==> config.mk <==
export PLATFORM = sky130hd
export DESIGN_NAME = cache_mem_arbiter
export DESIGN_NICKNAME = d
export VERILOG_FILES = /design/src/rtl/cache_arb_pkg.sv /design/src/rtl/cache_arb_perf.sv /design/src/rtl/cache_mem_arbiter.sv
export SDC_FILE = /design/constraint.sdc
export NUM_CORES = 1
export LEC_CHECK = 0
export BUFFER_PORTS_ARGS = -buffer_cell sky130_fd_sc_hd__buf_2
export CAP_MARGIN = 20
export CORE_AREA = 8 8 149 151
export DETAILED_ROUTE_END_ITERATION = 16
export DIE_AREA = 0 0 157 159
export GPL_TIMING_DRIVEN = 0
export MAX_ROUTING_LAYER = met4
export PLACE_DENSITY = 0.38
export SKIP_CTS_REPAIR_TIMING = 1
export SLEW_MARGIN = 20
export SYNTH_ARGS = -nofsm -noshare
export SYNTH_HDL_FRONTEND = slang
export SYNTH_HIERARCHICAL = 1
export SYNTH_SLANG_ARGS = --single-unit
==> constraint.sdc <==
create_clock -name clk -period 2.35 [get_ports clk]
set_clock_uncertainty 0.05 [all_clocks]
set_input_delay 0.235 -clock clk [delete_from_list [all_inputs] [get_ports clk]]
set_output_delay 0.235 -clock clk [all_outputs]
set_load 0.01 [all_outputs]
==> src/rtl/cache_arb_pkg.sv <==
// Shared definitions for the instruction/data cache memory-port arbiter:
// FSM state encoding, owner constants and the forwarded request bundle.
package cache_arb_pkg;

    typedef enum logic [1:0] {
        ARB_IDLE      = 2'd0,
        ARB_WAIT_ADDR = 2'd1,
        ARB_WAIT_DATA = 2'd2
    } arb_state_t;

    localparam logic OWNER_INST = 1'b0;
    localparam logic OWNER_DATA = 1'b1;

    typedef struct packed {
        logic        wr;
        logic [1:0]  size;
        logic [31:0] addr;
        logic [31:0] wdata;
    } mem_req_t;

endpackage

==> src/rtl/cache_arb_perf.sv <==
// Grant and stall performance counters for cache_mem_arbiter; instantiated
// only when CACHE_ARB_PERF_EN is defined. All counters wrap.
module cache_arb_perf #(
    parameter int CNT_W = 32
) (
    input  logic             clk,
    input  logic             rst,
    input  logic             grant_inst,
    input  logic             grant_data,
    input  logic             stall,
    output logic [CNT_W-1:0] i_grant_cnt,
    output logic [CNT_W-1:0] d_grant_cnt,
    output logic [CNT_W-1:0] stall_cnt
);

    always_ff @(posedge clk) begin
        if (rst) begin
            i_grant_cnt <= '0;
            d_grant_cnt <= '0;
            stall_cnt   <= '0;
        end else begin
            if (grant_inst) i_grant_cnt <= i_grant_cnt + CNT_W'(1);
            if (grant_data) d_grant_cnt <= d_grant_cnt + CNT_W'(1);
            if (stall)      stall_cnt   <= stall_cnt + CNT_W'(1);
        end
    end

endmodule

==> src/rtl/cache_mem_arbiter.sv <==
// Two-to-one arbiter sharing one SRAM-like memory port between I-cache and
// D-cache. Optional performance counters under macro CACHE_ARB_PERF_EN.
module cache_mem_arbiter
    import cache_arb_pkg::*;
#(
    parameter int STARVE_LIMIT = 4,
    parameter int CNT_W        = 32
) (
    input  logic             clk,
    input  logic             rst,
    input  logic             i_req,
    input  logic             i_wr,
    input  logic [1:0]       i_size,
    input  logic [31:0]      i_addr,
    input  logic [31:0]      i_wdata,
    output logic             i_addr_ok,
    output logic             i_data_ok,
    input  logic             d_req,
    input  logic             d_wr,
    input  logic [1:0]       d_size,
    input  logic [31:0]      d_addr,
    input  logic [31:0]      d_wdata,
    output logic             d_addr_ok,
    output logic             d_data_ok,
    output logic [31:0]      i_rdata,
    output logic [31:0]      d_rdata,
    output logic             m_req,
    output logic             m_wr,
    output logic [1:0]       m_size,
    output logic [31:0]      m_addr,
    output logic [31:0]      m_wdata,
    input  logic             m_addr_ok,
    input  logic             m_data_ok,
    input  logic [31:0]      m_rdata,
    output logic [CNT_W-1:0] i_grant_cnt,
    output logic [CNT_W-1:0] d_grant_cnt,
    output logic [CNT_W-1:0] stall_cnt
);

    localparam int STREAK_W = $clog2(STARVE_LIMIT + 1);
    localparam logic [STREAK_W-1:0] STREAK_MAX = STREAK_W'(STARVE_LIMIT);

    arb_state_t          state;
    logic                owner;
    logic [STREAK_W-1:0] streak;

    logic     any_req, idle, win_data, sel, addr_phase, addr_ok_fwd, data_ok_fwd;
    mem_req_t i_rq, d_rq, sel_rq;

    always_comb begin
        any_req  = i_req | d_req;
        idle     = (state == ARB_IDLE);
        // Data has priority until the inst side has watched STARVE_LIMIT data grants.
        win_data = d_req && !(i_req && streak == STREAK_MAX);
        sel      = idle ? (win_data ? OWNER_DATA : OWNER_INST) : owner;

        i_rq   = '{wr: i_wr, size: i_size, addr: i_addr, wdata: i_wdata};
        d_rq   = '{wr: d_wr, size: d_size, addr: d_addr, wdata: d_wdata};
        sel_rq = (sel == OWNER_DATA) ? d_rq : i_rq;

        addr_phase  = (idle && any_req) || (state == ARB_WAIT_ADDR);
        // data_ok outside a live transaction is spurious and dropped.
        addr_ok_fwd = !rst && addr_phase && m_addr_ok;
        data_ok_fwd = !rst && m_data_ok &&
                      ((addr_phase && m_addr_ok) || (state == ARB_WAIT_DATA));

        m_req   = !rst && addr_phase;
        m_wr    = sel_rq.wr;
        m_size  = sel_rq.size;
        m_addr  = sel_rq.addr;
        m_wdata = sel_rq.wdata;

        i_addr_ok = addr_ok_fwd && (sel == OWNER_INST);
        d_addr_ok = addr_ok_fwd && (sel == OWNER_DATA);
        i_data_ok = data_ok_fwd && (sel == OWNER_INST);
        d_data_ok = data_ok_fwd && (sel == OWNER_DATA);
        i_rdata   = m_rdata;
        d_rdata   = m_rdata;
    end

    always_ff @(posedge clk) begin
        if (rst) begin
            state  <= ARB_IDLE;
            owner  <= OWNER_INST;
            streak <= '0;
        end else begin
            case (state)
                ARB_IDLE: begin
                    if (any_req) begin
                        owner <= sel;
                        if (win_data && i_req) begin
                            if (streak != STREAK_MAX) streak <= streak + 1'b1;
                        end else begin
                            streak <= '0;
                        end
                        if (!m_addr_ok)     state <= ARB_WAIT_ADDR;
                        else if (!m_data_ok) state <= ARB_WAIT_DATA;
                    end
                end
                ARB_WAIT_ADDR: begin
                    if (m_addr_ok) state <= m_data_ok ? ARB_IDLE : ARB_WAIT_DATA;
                end
                ARB_WAIT_DATA: begin
                    if (m_data_ok) state <= ARB_IDLE;
                end
                default: state <= ARB_IDLE;
            endcase
        end
    end

`ifdef CACHE_ARB_PERF_EN
    logic grant_inst, grant_data, stall;

    assign grant_inst = idle && any_req && !win_data;
    assign grant_data = idle && win_data;
    assign stall      = (i_req && sel != OWNER_INST) || (d_req && sel != OWNER_DATA);

    cache_arb_perf #(.CNT_W(CNT_W)) u_perf (
        .clk        (clk),
        .rst        (rst),
        .grant_inst (grant_inst),
        .grant_data (grant_data),
        .stall      (stall),
        .i_grant_cnt(i_grant_cnt),
        .d_grant_cnt(d_grant_cnt),
        .stall_cnt  (stall_cnt)
    );
`else
    assign i_grant_cnt = '0;
    assign d_grant_cnt = '0;
    assign stall_cnt   = '0;
`endif

endmodule

==> report_table.html <==
<table>
<tr><th>Metric</th><th>Value</th></tr>
<tr><th colspan="2">Run status</th></tr>
<tr><td>Result of the run</td><td>complete, no violations</td></tr>
<tr><th colspan="2">CTS</th></tr>
<tr><td>Root Driver</td><td>sky130_fd_sc_hd__clkbuf_16</td></tr>
<tr><td>Total number of clock tree sinks</td><td>6</td></tr>
<tr><td>Clk slew on worst S/H paths</td><td>0.03 ns</td></tr>
<tr><td>CTS max path bufs</td><td>2</td></tr>
<tr><td>H-tree level count</td><td>1</td></tr>
<tr><td>CTS tree</td><td>yes</td></tr>
<tr><td>Number of buffers inserted during clock tree synthesis</td><td>3</td></tr>
<tr><td>Worst-Skew Late Latency</td><td>0.23 ns</td></tr>
<tr><th colspan="2">Drt</th></tr>
<tr><td>Routed Wire Length</td><td>12100 microns</td></tr>
<tr><td>Drc violations</td><td>0</td></tr>
<tr><td>Total number of vias</td><td>2762</td></tr>
<tr><td>Via density</td><td>2.99</td></tr>
<tr><td>DR pass1 iterations</td><td>4</td></tr>
<tr><td>Routed wirelength normalized by instance count</td><td>13.1 microns</td></tr>
<tr><td>Violation count after the first detailed-route iteration</td><td>75</td></tr>
<tr><td>Final antenna-violating net count</td><td>0</td></tr>
<tr><th colspan="2">STA</th></tr>
<tr><td>Number of failing hold endpoints at the final stage</td><td>0</td></tr>
<tr><td>Final count of pins violating max slew</td><td>0</td></tr>
<tr><td>Final worst-path cycle share</td><td>95.7%</td></tr>
<tr><td>Number of setup violations in the final report</td><td>0</td></tr>
<tr><td>Sum of negative setup slack</td><td>0 ns</td></tr>
<tr><td>Setup WS post-layout</td><td>0.101 ns</td></tr>
<tr><td>Peak Freq</td><td>445 MHz</td></tr>
<tr><td>Final Critical Period</td><td>2.25 ns</td></tr>
<tr><th colspan="2">Setup path</th></tr>
<tr><td>CP top delay family</td><td>buffers and inverters</td></tr>
<tr><td>Critical-path maximum fanout</td><td>10</td></tr>
<tr><td>Crit Path Class</td><td>flip-flop to output pin</td></tr>
<tr><td>Cell breakdown of the critical path</td><td>inv_1 -&gt; ha_2 -&gt; nand3_2 -&gt; a31oi_4 -&gt; buf_12 -&gt; buf_4 -&gt; mux2_2 -&gt; buf_2</td></tr>
<tr><td>WP data required</td><td>2.07 ns</td></tr>
<tr><td>Delay of the slowest critical-path stage</td><td>0.37 ns</td></tr>
<tr><td>CP bufs+invs</td><td>4</td></tr>
<tr><td>Critical Path Start Type</td><td>flip-flop</td></tr>
<tr><td>Arrival time at the worst endpoint</td><td>1.96 ns</td></tr>
<tr><td>Critical Path Sink Type</td><td>output pin</td></tr>
<tr><td>Critical-path cell with the highest stage delay</td><td>sky130_fd_sc_hd__mux2_2</td></tr>
<tr><th colspan="2">Yosys</th></tr>
<tr><td>Yosys top cell by area</td><td>sky130_fd_sc_hd__buf_4</td></tr>
<tr><td>Average cell area after synthesis</td><td>8.50 sq um</td></tr>
<tr><td>Share of the synthesized area in the top cell type</td><td>52.5%</td></tr>
<tr><td>Proportion of synthesized chip area in sequential cells</td><td>5.03%</td></tr>
<tr><td>Synth async-reset ratio</td><td>0%</td></tr>
<tr><td>Number of synthesized flops with an enable pin</td><td>0</td></tr>
<tr><td>Netlist cell types</td><td>28</td></tr>
<tr><td>Syn Std Cell Area</td><td>2390 sq um</td></tr>
<tr><td>Main synth FF type</td><td>sky130_fd_sc_hd__dfxtp_1</td></tr>
<tr><td>Largest cells by area after synthesis</td><td>sky130_fd_sc_hd__buf_4 53%, sky130_fd_sc_hd__mux2_2 29%, sky130_fd_sc_hd__dfxtp_1 5.0%, sky130_fd_sc_hd__mux2_1 2.4%, sky130_fd_sc_hd__ha_1 1.0%</td></tr>
<tr><td>FF+latch count, synth</td><td>6</td></tr>
<tr><td>Post-Synthesis Cells</td><td>281</td></tr>
<tr><td>Synth Warn #</td><td>6</td></tr>
<tr><th colspan="2">GRT</th></tr>
<tr><td>Largest net degree at the start of global routing</td><td>11</td></tr>
<tr><td>Total Routing Usage GR</td><td>8.83%</td></tr>
<tr><td>Sum of overflow across all layers after global routing</td><td>0</td></tr>
<tr><td>First-pass GRT wire length</td><td>16700 microns</td></tr>
<tr><td>Antenna violations before repair</td><td>0</td></tr>
<tr><td>Vias in the first global route</td><td>2830</td></tr>
<tr><th colspan="2">Power</th></tr>
<tr><td>Clock group share of total power</td><td>20.5%</td></tr>
<tr><td>LEAKAGE</td><td>2.71 nW</td></tr>
<tr><td>Relative contribution of combinational cells to total power</td><td>71.2%</td></tr>
<tr><td>Internal</td><td>0.000851 W</td></tr>
<tr><td>Net Sw Power</td><td>0.000490 W</td></tr>
<tr><td>Flop pwr share</td><td>8.3%</td></tr>
<tr><td>Net Sw Frac</td><td>36.5%</td></tr>
<tr><td>Power density over the cells</td><td>294 nW/um^2</td></tr>
<tr><td>Total design power</td><td>0.00134 W</td></tr>
<tr><td>Max IR drop VDD</td><td>0.138 mV</td></tr>
<tr><th colspan="2">Die</th></tr>
<tr><td>Floorplan row count</td><td>52</td></tr>
<tr><td>Die Span X</td><td>157 microns</td></tr>
<tr><td>Number of top-level design ports</td><td>404</td></tr>
<tr><td>Full die area</td><td>25000 sq um</td></tr>
<tr><td>Starting Density</td><td>12.0%</td></tr>
<tr><td>Core Region</td><td>19800 sq um</td></tr>
<tr><td>Die extent in y</td><td>159 microns</td></tr>
<tr><th colspan="2">Place</th></tr>
<tr><td>RePlAce Congestion</td><td>0.770</td></tr>
<tr><td>Post-DP HPWL</td><td>11400 microns</td></tr>
<tr><td>Post-placement cell area</td><td>4450 sq um</td></tr>
<tr><td>Buffers added on ports</td><td>274</td></tr>
<tr><td>Pre-CTS worst setup slack</td><td>-0.0119 ns</td></tr>
<tr><th colspan="2">Finish</th></tr>
<tr><td>Final layout net count</td><td>830</td></tr>
<tr><td>Synthesis-to-finish area growth</td><td>91.0%</td></tr>
<tr><td>Design area</td><td>4560 sq um</td></tr>
<tr><td>Number of antenna repair diodes</td><td>0</td></tr>
<tr><td>Number of inserted filler cells in the final layout</td><td>2257</td></tr>
<tr><td>Share of cells above drive strength 1</td><td>78.1%</td></tr>
<tr><th colspan="2">Job</th></tr>
<tr><td>Reported max-cap violation count</td><td>0</td></tr>
<tr><th colspan="2">Worst hold path</th></tr>
<tr><td>Worst min-delay path category</td><td>input port to flip-flop</td></tr>
</table>
[placed cells by master, fill, tap and decap left out, drive strengths merged]
cell type / n
o21ai: 3
a211oi: 2
o21a: 1
conb: 96
nand2b: 1
or2: 1
o32ai: 1
a21oi: 3
o22ai: 1
dfxtp: 6
and2: 1
nand4: 1
a31oi: 1
mux2: 67
ha: 2
nor3b: 1
nor3: 2
and4b: 1
nor4bb: 1
and3b: 1
buf: 443
clkbuf: 3
nor4: 1
nand3: 4
inv: 5
nor2: 4
and3: 1
[metal layers]
metal	routed length, microns	track usage [%]
met4	7	0.393
met3	1480	3.09
met2	6700	17.7
met1	3920	8.14
met5	0	-
[cell usage after synthesis (2+ instances only)]
master	number
sky130_fd_sc_hd__nor2_1	4
sky130_fd_sc_hd__nor3_1	2
sky130_fd_sc_hd__buf_4	167
sky130_fd_sc_hd__a21oi_1	3
sky130_fd_sc_hd__dfxtp_1	6
sky130_fd_sc_hd__inv_1	5
sky130_fd_sc_hd__mux2_1	5
sky130_fd_sc_hd__nand3_1	4
sky130_fd_sc_hd__a211oi_1	2
sky130_fd_sc_hd__o21ai_0	3
sky130_fd_sc_hd__ha_1	2
sky130_fd_sc_hd__mux2_2	62
[cells by family after synthesis]
group | share of synthesized area [%]
compound gates | 3.72
fa+ha+maj | 1.05
buf+inv | 53.5
flops | 5.03
mux | 31.6
other cells | 0.157
simple gates | 4.98
[through the flow]
step / hold WS (ns) / util (%) / std cells
5_1_grt: 0.157 / 23.0 / 924
3_3_place_gp: 0.386 / 22.4 / 920
4_1_cts: 0.154 / 22.8 / 923
2_1_floorplan: 0.261 / - / 376
3_5_place_dp: 0.385 / 22.4 / 920
6_report: 0.149 / 23.0 / 924
[path summary, 6_finish.rpt]
check | start | end | slack, ns | cells after the start
hold / removal | m_data_ok | state[1] | 0.15 | 2
setup / recovery | streak[0] | m_addr[18] | 0.10 | 8
setup reg to reg | streak[0] | streak[0] | 1.06 | 5
hold reg to reg | owner | owner | 0.43 | 2
[final cells by class]
| type | count | area (sq um) | area share (%) |
|---|---|---|---|
| plain buffers | 168 | 1260 | 27.7 |
| clock buffers | 3 | 75.1 | 1.65 |
| inverters | 5 | 18.8 | 0.412 |
| multi-input cells | 197 | 1360 | 29.7 |
| flip-flops and latches | 6 | 120 | 2.63 |
| well taps | 270 | 338 | 7.41 |
| repair buffers | 275 | 1390 | 30.5 |
[power groups by stage]
stage	sequential, W	combinational (W)	clock [W]
after floorplan	0.000112	0.000594	0
after global placement	0.000113	0.000947	0
after detailed placement	0.000113	0.000942	0
after CTS	0.000112	0.000945	0.000279
after global routing	0.000113	0.00103	0.000285
final	0.000112	0.000954	0.000275
[state kept, by name (all words and copies together) (netlist names)]
name    cells
owner       1
state       2
streak      3
Power figures use the tool's default switching activity.
